[src/rtl/pad_bank_ctrl_if.sv]
// Pad-bank bundle: core-side controls plus the pad-cell A/EN/Y pins.
// master = core/pad-ring side, slave = pad_bank_ctrl.
interface pad_bank_ctrl_if #(
  parameter int N_CH  = 8,
  parameter int DEB_W = 4
);
  logic [N_CH-1:0]  dout;
  logic [N_CH-1:0]  dir;
  logic [DEB_W-1:0] deb_len;
  logic [N_CH-1:0]  pad_a;
  logic [N_CH-1:0]  pad_en_n;
  logic [N_CH-1:0]  pad_y;
  logic [N_CH-1:0]  din;
  logic [N_CH-1:0]  rise;
  logic [N_CH-1:0]  fall;
  logic [N_CH-1:0]  busy;

  modport master (
    output dout, dir, deb_len, pad_y,
    input  pad_a, pad_en_n, din, rise, fall, busy
  );

  modport slave (
    input  dout, dir, deb_len, pad_y,
    output pad_a, pad_en_n, din, rise, fall, busy
  );
endinterface

[src/rtl/pad_bank_ctrl.sv]
// Per-channel bidirectional pad control: registered output, break-before-make direction FSM,
// synchronised + debounced input with edge pulses. Outputs are registered; no backpressure.
module pad_bank_ctrl #(
  parameter int N_CH        = 8,
  parameter int SYNC_STAGES = 2,
  parameter int DEB_W       = 4,
  parameter int TURN_CYC    = 2
) (
  input  logic           clk,
  input  logic           rst,
  pad_bank_ctrl_if.slave bus
);
  localparam int            TW    = (TURN_CYC > 1) ? $clog2(TURN_CYC) : 1;
  localparam logic [TW-1:0] TLAST = TW'(TURN_CYC - 1);

  typedef enum logic [1:0] {
    ST_IN       = 2'd0,
    ST_TURN_OUT = 2'd1,
    ST_OUT      = 2'd2,
    ST_TURN_IN  = 2'd3
  } state_t;

  logic [N_CH-1:0] r_pad_a;
  logic [N_CH-1:0] r_sync [SYNC_STAGES];
  logic [N_CH-1:0] w_sy;
  logic [N_CH-1:0] w_en_n;
  logic [N_CH-1:0] w_busy;
  logic [N_CH-1:0] w_din;
  logic [N_CH-1:0] w_rise;
  logic [N_CH-1:0] w_fall;

  always_ff @(posedge clk or posedge rst) begin
    if (rst) begin
      r_pad_a <= '0;
      for (int s = 0; s < SYNC_STAGES; s++) r_sync[s] <= '0;
    end else begin
      r_pad_a   <= bus.dout;
      r_sync[0] <= bus.pad_y;
      for (int s = 1; s < SYNC_STAGES; s++) r_sync[s] <= r_sync[s-1];
    end
  end

  assign w_sy = r_sync[SYNC_STAGES-1];

  for (genvar i = 0; i < N_CH; i++) begin : g_ch
    state_t           r_st;
    logic [TW-1:0]    r_tcnt;
    logic             r_en_n;
    logic             r_busy;
    logic [DEB_W-1:0] r_cnt;
    logic             r_din;
    logic             r_rise;
    logic             r_fall;

    // Any entry into a turnaround restarts tcnt, so the driver is always off for TURN_CYC edges.
    always_ff @(posedge clk or posedge rst) begin
      if (rst) begin
        r_st   <= ST_IN;
        r_tcnt <= '0;
        r_en_n <= 1'b1;
        r_busy <= 1'b0;
      end else begin
        case (r_st)
          ST_IN: begin
            if (bus.dir[i]) begin
              r_st   <= ST_TURN_OUT;
              r_tcnt <= '0;
              r_busy <= 1'b1;
            end
          end
          ST_TURN_OUT: begin
            if (!bus.dir[i]) begin
              r_st   <= ST_IN;
              r_busy <= 1'b0;
            end else if (r_tcnt == TLAST) begin
              r_st   <= ST_OUT;
              r_en_n <= 1'b0;
              r_busy <= 1'b0;
            end else begin
              r_tcnt <= r_tcnt + TW'(1);
            end
          end
          ST_OUT: begin
            if (!bus.dir[i]) begin
              r_st   <= ST_TURN_IN;
              r_tcnt <= '0;
              r_en_n <= 1'b1;
              r_busy <= 1'b1;
            end
          end
          ST_TURN_IN: begin
            if (bus.dir[i]) begin
              r_st   <= ST_TURN_OUT;
              r_tcnt <= '0;
            end else if (r_tcnt == TLAST) begin
              r_st   <= ST_IN;
              r_busy <= 1'b0;
            end else begin
              r_tcnt <= r_tcnt + TW'(1);
            end
          end
          default: begin
            r_st   <= ST_IN;
            r_en_n <= 1'b1;
            r_busy <= 1'b0;
          end
        endcase
      end
    end

    // Frozen while the bus floats after release, so the transient never reaches din.
    always_ff @(posedge clk or posedge rst) begin
      if (rst) begin
        r_cnt  <= '0;
        r_din  <= 1'b0;
        r_rise <= 1'b0;
        r_fall <= 1'b0;
      end else begin
        r_rise <= 1'b0;
        r_fall <= 1'b0;
        if (r_st == ST_TURN_IN) begin
          r_cnt <= '0;
        end else if (w_sy[i] == r_din) begin
          r_cnt <= '0;
        end else if (r_cnt >= bus.deb_len) begin
          r_din  <= w_sy[i];
          r_rise <= w_sy[i];
          r_fall <= ~w_sy[i];
          r_cnt  <= '0;
        end else begin
          r_cnt <= r_cnt + DEB_W'(1);
        end
      end
    end

    assign w_en_n[i] = r_en_n;
    assign w_busy[i] = r_busy;
    assign w_din[i]  = r_din;
    assign w_rise[i] = r_rise;
    assign w_fall[i] = r_fall;
  end

  assign bus.pad_a    = r_pad_a;
  assign bus.pad_en_n = w_en_n;
  assign bus.busy     = w_busy;
  assign bus.din      = w_din;
  assign bus.rise     = w_rise;
  assign bus.fall     = w_fall;
endmodule

[src/flat_wrapper.sv]
// flat-port wrapper written by rule: the top's interface ports become plain ports
module pad_bank_ctrl_flat 
#(
  parameter int N_CH        = 8,
  parameter int SYNC_STAGES = 2,
  parameter int DEB_W       = 4,
  parameter int TURN_CYC    = 2
)
  (clk, rst, bus_dout, bus_dir, bus_deb_len, bus_pad_y, bus_pad_a, bus_pad_en_n, bus_din, bus_rise, bus_fall, bus_busy);
  pad_bank_ctrl_if #(.N_CH(N_CH), .DEB_W(DEB_W)) bus_i ();
  input  logic clk;
  input  logic rst;
  input wire logic [$bits(bus_i.dout)-1:0] bus_dout;
  input wire logic [$bits(bus_i.dir)-1:0] bus_dir;
  input wire logic [$bits(bus_i.deb_len)-1:0] bus_deb_len;
  input wire logic [$bits(bus_i.pad_y)-1:0] bus_pad_y;
  output wire logic [$bits(bus_i.pad_a)-1:0] bus_pad_a;
  output wire logic [$bits(bus_i.pad_en_n)-1:0] bus_pad_en_n;
  output wire logic [$bits(bus_i.din)-1:0] bus_din;
  output wire logic [$bits(bus_i.rise)-1:0] bus_rise;
  output wire logic [$bits(bus_i.fall)-1:0] bus_fall;
  output wire logic [$bits(bus_i.busy)-1:0] bus_busy;
  assign bus_i.dout = bus_dout;
  assign bus_i.dir = bus_dir;
  assign bus_i.deb_len = bus_deb_len;
  assign bus_i.pad_y = bus_pad_y;
  assign bus_pad_a = bus_i.pad_a;
  assign bus_pad_en_n = bus_i.pad_en_n;
  assign bus_din = bus_i.din;
  assign bus_rise = bus_i.rise;
  assign bus_fall = bus_i.fall;
  assign bus_busy = bus_i.busy;
  pad_bank_ctrl #(.N_CH(N_CH), .SYNC_STAGES(SYNC_STAGES), .DEB_W(DEB_W), .TURN_CYC(TURN_CYC)) u_core (.clk(clk), .rst(rst), .bus(bus_i));
endmodule
[config.mk]
export PLATFORM = sky130hd
export DESIGN_NAME = pad_bank_ctrl_flat
export DESIGN_NICKNAME = d
export VERILOG_FILES = /design/src/rtl/pad_bank_ctrl_if.sv /design/src/rtl/pad_bank_ctrl.sv /design/src/flat_wrapper.sv
export SDC_FILE = /design/constraint.sdc
export NUM_CORES = 1
export LEC_CHECK = 0
export ABC_CLOCK_PERIOD_IN_PS = 3700
export BUFFER_PORTS_ARGS = -buffer_cell sky130_fd_sc_hd__buf_4
export CELL_PAD_IN_SITES_DETAIL_PLACEMENT = 1
export CELL_PAD_IN_SITES_GLOBAL_PLACEMENT = 2
export CORE_ASPECT_RATIO = 1.1
export CORE_UTILIZATION = 25
export DETAILED_ROUTE_END_ITERATION = 6
export GPL_TIMING_DRIVEN = 0
export PLACE_DENSITY = 0.6
export SLEW_MARGIN = 20
export SYNTH_ARGS = -nofsm -noshare
export SYNTH_HDL_FRONTEND = slang
export SYNTH_SLANG_ARGS = --single-unit
[constraint.sdc]
create_clock -name clk -period 3.7 [get_ports clk]
set_input_delay 0.555 -clock clk [delete_from_list [all_inputs] [get_ports clk]]
set_output_delay 0.555 -clock clk [all_outputs]
set_load 0.02 [all_outputs]
# Word-level counts from Yosys, hierarchy flattened
# Index checks and enable logic that the tools add are counted.
# W data, S select, Z words.
totals:
  ff_bits: 120
  input_bits: 30
  output_inout_bits: 48
  wordCells: 507
classes:
  addsub: 16
  n_lt_le_gt_ge: 8
  eq_ne: 88
  n_mux: 248
  bitwise: 24
  reduce_logical: 56
ops:
  columns: ["operator", "count"]
  rows:
  - ["$mux W1", 144]
  - ["$mux W2", 48]
  - ["$mux W4", 24]
  - ["$reduce_and A3 Y1", 24]
  - ["$ne A2 B2 Y1 const B", 32]
  - ["$pmux W1 S4", 16]
  - ["$pmux W2 S4", 8]
  - ["$reduce_and A4 Y1", 16]
  - ["$ne A3 B2 Y1 const B", 16]
  - ["$add A4 B1 Y4 const B", 8]
  - ["$eq A2 B2 Y1 const B", 16]
  - ["$ge A4 B4 Y1", 8]
  - ["$not A1 Y1", 24]
  - ["$eq A2 B1 Y1 const B", 8]
  - ["$logic_not A2 Y1", 8]
  - ["$ne A2 B1 Y1 const B", 8]
  - ["$pmux W1 S2", 8]
  - ["$reduce_bool A2 Y1", 8]
  - ["$add A1 B1 Y1 const B", 8]
  - ["$eq A1 B1 Y1", 8]

# Logic depth before layout (Yosys ltp)
depth:
  word_depth: 4
  ltp_mapped: 6
  depth_no_buf: 6

# Worst setup path after synthesis
# Ideal clock, no wire load.
synth_timing:
  path_kind: "input to register"
  from: "input bus_deb_len[1]"
  to: "register u_core.g_ch[0].r_din"
  setup_time_ns: 0.118
  t_arrival_ns: 1.610
  required_ns: 3.582
  slack_ns: 1.972
  stages: 6
  path_buffers: 0
  path_cell_list: "inv_1 ha_1 o211ai_1 o21ai_0 and3_4 a21o_1"
synth_via:
  elab_chain_len: 2
synth_rtl:
  columns: ["element", "line_no", "rtl"]
  rows:
  - ["start, declared", "flat_wrapper.sv:15", "input wire logic [$bits(bus_i.deb_len)-1:0] bus_deb_len;"]
  - ["$ge A4 B4 Y1", "pad_bank_ctrl.sv:125", "end else if (r_cnt >= bus.deb_len) begin"]
  - ["$reduce_and A3 Y1 (no line)", null, null]
  - ["end signal, assigned", "pad_bank_ctrl.sv:126", "r_din <= w_sy[i];"]
  - ["end, declared", "pad_bank_ctrl.sv:51", "logic r_din;"]
# Every way passes these cells.
# A chain may end at the register's enable or synchronous reset.

# Final worst setup path
layout_timing:
  from: "input bus_deb_len[1]"
  to: "register u_core.g_ch[3].r_din"
layout_via:
  elab_chain_len: 2
layout_rtl:
  columns: ["element", "line_no"]
  rows:
  - ["$ge A4 B4 Y1", "pad_bank_ctrl.sv:125"]
  - ["$reduce_and A3 Y1 (no line)", null]
  - ["end signal, assigned", "pad_bank_ctrl.sv:126"]
  - ["end, declared", "pad_bank_ctrl.sv:51"]
# Every way passes these cells.

==> summary.txt <==
status -> complete, no violations
HPWL after detailed placement -> 8.90 mm
Top reg by flops -> u_core.g_ch.r_cnt
Worst-Margin Slew -> 0.592 ns
Sw Pwr -> 1900 uW
WP buf/inv -> 2
post-synth top area share -> 47.9%
Pleak -> 0.00356 uW
largest net degree at the start of global routing -> 30
Skew-Pair Late Insertion Delay -> 0.41 ns
final setup violation count -> 0
syn nets -> 618
sum of negative setup slack -> 0 ns
Antenna Cells -> 0
CTS resizes -> 0
FFs w/ async S/R, synth -> 100%
final non-filler cell area -> 7450 sq um
total number of vias -> 4144
Worst R2R End -> u_core.g_ch[3].r_din
r2r worst-path depth -> 6
# DRC -> 0
syn_area_per_cell -> 10.7 sq um
H-tree Lvls -> 4
clock transition at the registers of the reported paths -> 0.06 ns
layout cells sized above 1 -> 30.7%
cell internal pwr -> 3650 uW
crit path cell chain -> buf_4 -> inv_1 -> ha_1 -> o211ai_1 -> o21ai_0 -> and3_4 -> a21o_1
Synth Instances -> 548
Setup Skew -> 0.0103 ns
Critical Path Start Type -> primary input
Fmax -> 555 MHz
fin nets -> 715
final RePlAce weighted congestion -> 0.714
number of post-CTS setup repair buffers -> 0
detail-routed via count per cell -> 4.33
YS warnings -> 0
# hold bufs at CTS -> 0
critical setup path kind -> primary input to flop
RSZ-0062 raised after global routing -> false
number of flip-flops in the largest register -> 32
synthesis-stage register bit count -> 120
Initial Utilization -> 25.5%
xor/xnor cell area share of the yosys netlist -> 4.79%
slowest library cell on the worst path -> inv_1
clock root cell -> clkbuf_16
CP endpoint kind -> flop
Pre-antenna DRT Iters -> 4
Worst path top cell family by delay -> compound AO/OA/AOI/OAI gates
P per Cell Area -> 745 nW/um^2
clock network power share -> 29.3%
commonest non-fill, non-tap cell in the layout -> buf_4
sequential share of power -> 36.8%
post-synthesis simple-gate area fraction -> 13.9%
Netlist Area Pre-Place -> 5850 sq um
Max stage delay on crit path -> 0.37 ns
Max Cap Viol -> 0
placed inst area -> 6870 sq um
number of global-route vias before repair -> 4455
Tot GR Track Use -> 11.3%
CP arrival -> 2.10 ns
Comb pwr share -> 33.8%
number of I/O port buffers -> 74
Final Max Slew Viols -> 0
Worst IR Drop VDD -> 0.000257 V
largest family of logic cells by synthesized area -> simple AND/OR/NAND/NOR gates
post-synthesis adder-cell area fraction -> 8.55%
Sw Ratio -> 34.3%
Row Count -> 58
Die W -> 148 um
WP data required -> 4.00 ns
antenna violations before repair -> 0
Inserted Clock Buffers -> 17
maximum buffer depth of the clock tree -> 2
critical-path maximum fanout -> 8
first-pass GRT wire length -> 21.6 mm
Chip Height -> 162 um
DR WL/cell -> 12.9 um
fin crit share -> 48.7%
Slew headroom -> 60.4%
Yosys top cell by area -> dfrtp_1
initial DRC count -> 120
CTS tree -> done
area of the die -> 24000 sq um
final hold vios -> 0
WL final -> 12.3 mm
Primary FF master, synth -> dfrtp_1
I/O pin cnt -> 78
clock sinks -> 120
most frequent cells in the layout -> 115 x buf_4, 112 x dfrtp_1, 61 x nor2_1, 40 x nand2_1, 40 x ha_1
Post-synth EDFFs -> 0
Synth Area in Compound Gates -> 13.3%
grt total ovfl -> 0
Reg2Reg Setup Slack -> 2.12 ns
final worst path period need -> 1.80 ns
mux share of post-synthesis cell area -> 0%
top cells by area, synth -> dfrtp_1 48%, ha_1 8.6%, buf_4 5.3%
Final ANT Viol Nets -> 0
Area Overhead vs Synth -> 27.4%
Distinct cells, synth -> 33
Hold Crit Class -> primary input to asynchronous set/reset pin
Reg2Reg Launch Point -> u_core.g_ch[3].r_cnt[0]
Seq/Total Area, Yosys -> 51.5%
CORE AREA -> 22900 sq um
[through the flow]
step	hold slack, ns	instances	setup WS (ns)	utilization [%]	power, uW
4_1_cts	0.215	958	1.88	32.5	5670
2_1_floorplan	0.331	548	1.68	-	3390
6_report	0.212	958	1.90	32.5	5550
3_3_place_gp	0.335	922	0.702	29.6	3870
3_5_place_dp	0.341	926	1.45	30.0	3990
5_1_grt	0.222	958	1.78	32.5	5990
[kinds of logic after synthesis]
group / Yosys count
AND/OR/NAND/NOR: 158
flip-flops: 120
buffers and inverters: 75
AO/OA/AOI/OAI: 123
XOR/XNOR: 32
adder cells (fa/ha/maj): 40
[cell usage after synthesis (14+ instances only)]
cell type and instances:
dfrtp_1 112, nor2_1 61, buf_4 41, ha_1 40
nand2_1 40, a21oi_1 36, o21ai_0 27, inv_1 21
xnor2_1 19, nand3_1 15, nor2b_1 15, o211ai_1 14
[power groups by stage]
stage | clock (uW) | combinational, uW | sequential [uW]
after floorplan | 0 | 1410 | 1970
after global placement | 0 | 1830 | 2050
after detailed placement | 0 | 1910 | 2070
after CTS | 1700 | 1930 | 2050
after global routing | 1750 | 2130 | 2110
final | 1630 | 1880 | 2050
[layer usage]
layer,GRT usage (%),vias to the layer above,share of wire [%]
li1,-,2035,-
met3,2.49,18,2.3
met4,5.20,0,2.0
met2,19.1,47,50
met5,0,-,0
met1,13.8,2044,45
[worst max-delay path by stage]
stage	slack (ns)	cells after the start	start	to
detailed placement	1.45	7	bus_deb_len[1]	u_core.g_ch[3].r_din
global route	1.78	7	bus_deb_len[1]	u_core.g_ch[0].r_din
global placement	0.70	2	rst	u_core.g_ch[3].r_tcnt
finish	1.90	7	bus_deb_len[1]	u_core.g_ch[3].r_din
floorplan	1.68	1	rst	asynchronous set/reset pin
CTS	1.88	7	bus_deb_len[1]	u_core.g_ch[3].r_din
[cell type report]
class                      instances  area [sq um]
timing repair buffer              78           643
fill                            2621         15500
inverter                          21          82.6
sequential                       120          3010
clock inverter                     8          97.6
buffer                            54           385
clock buffer                      24           482
multi-input combinational        353          2370
tap                              300           375
Note: power is estimated with default switching activity, not from simulation.
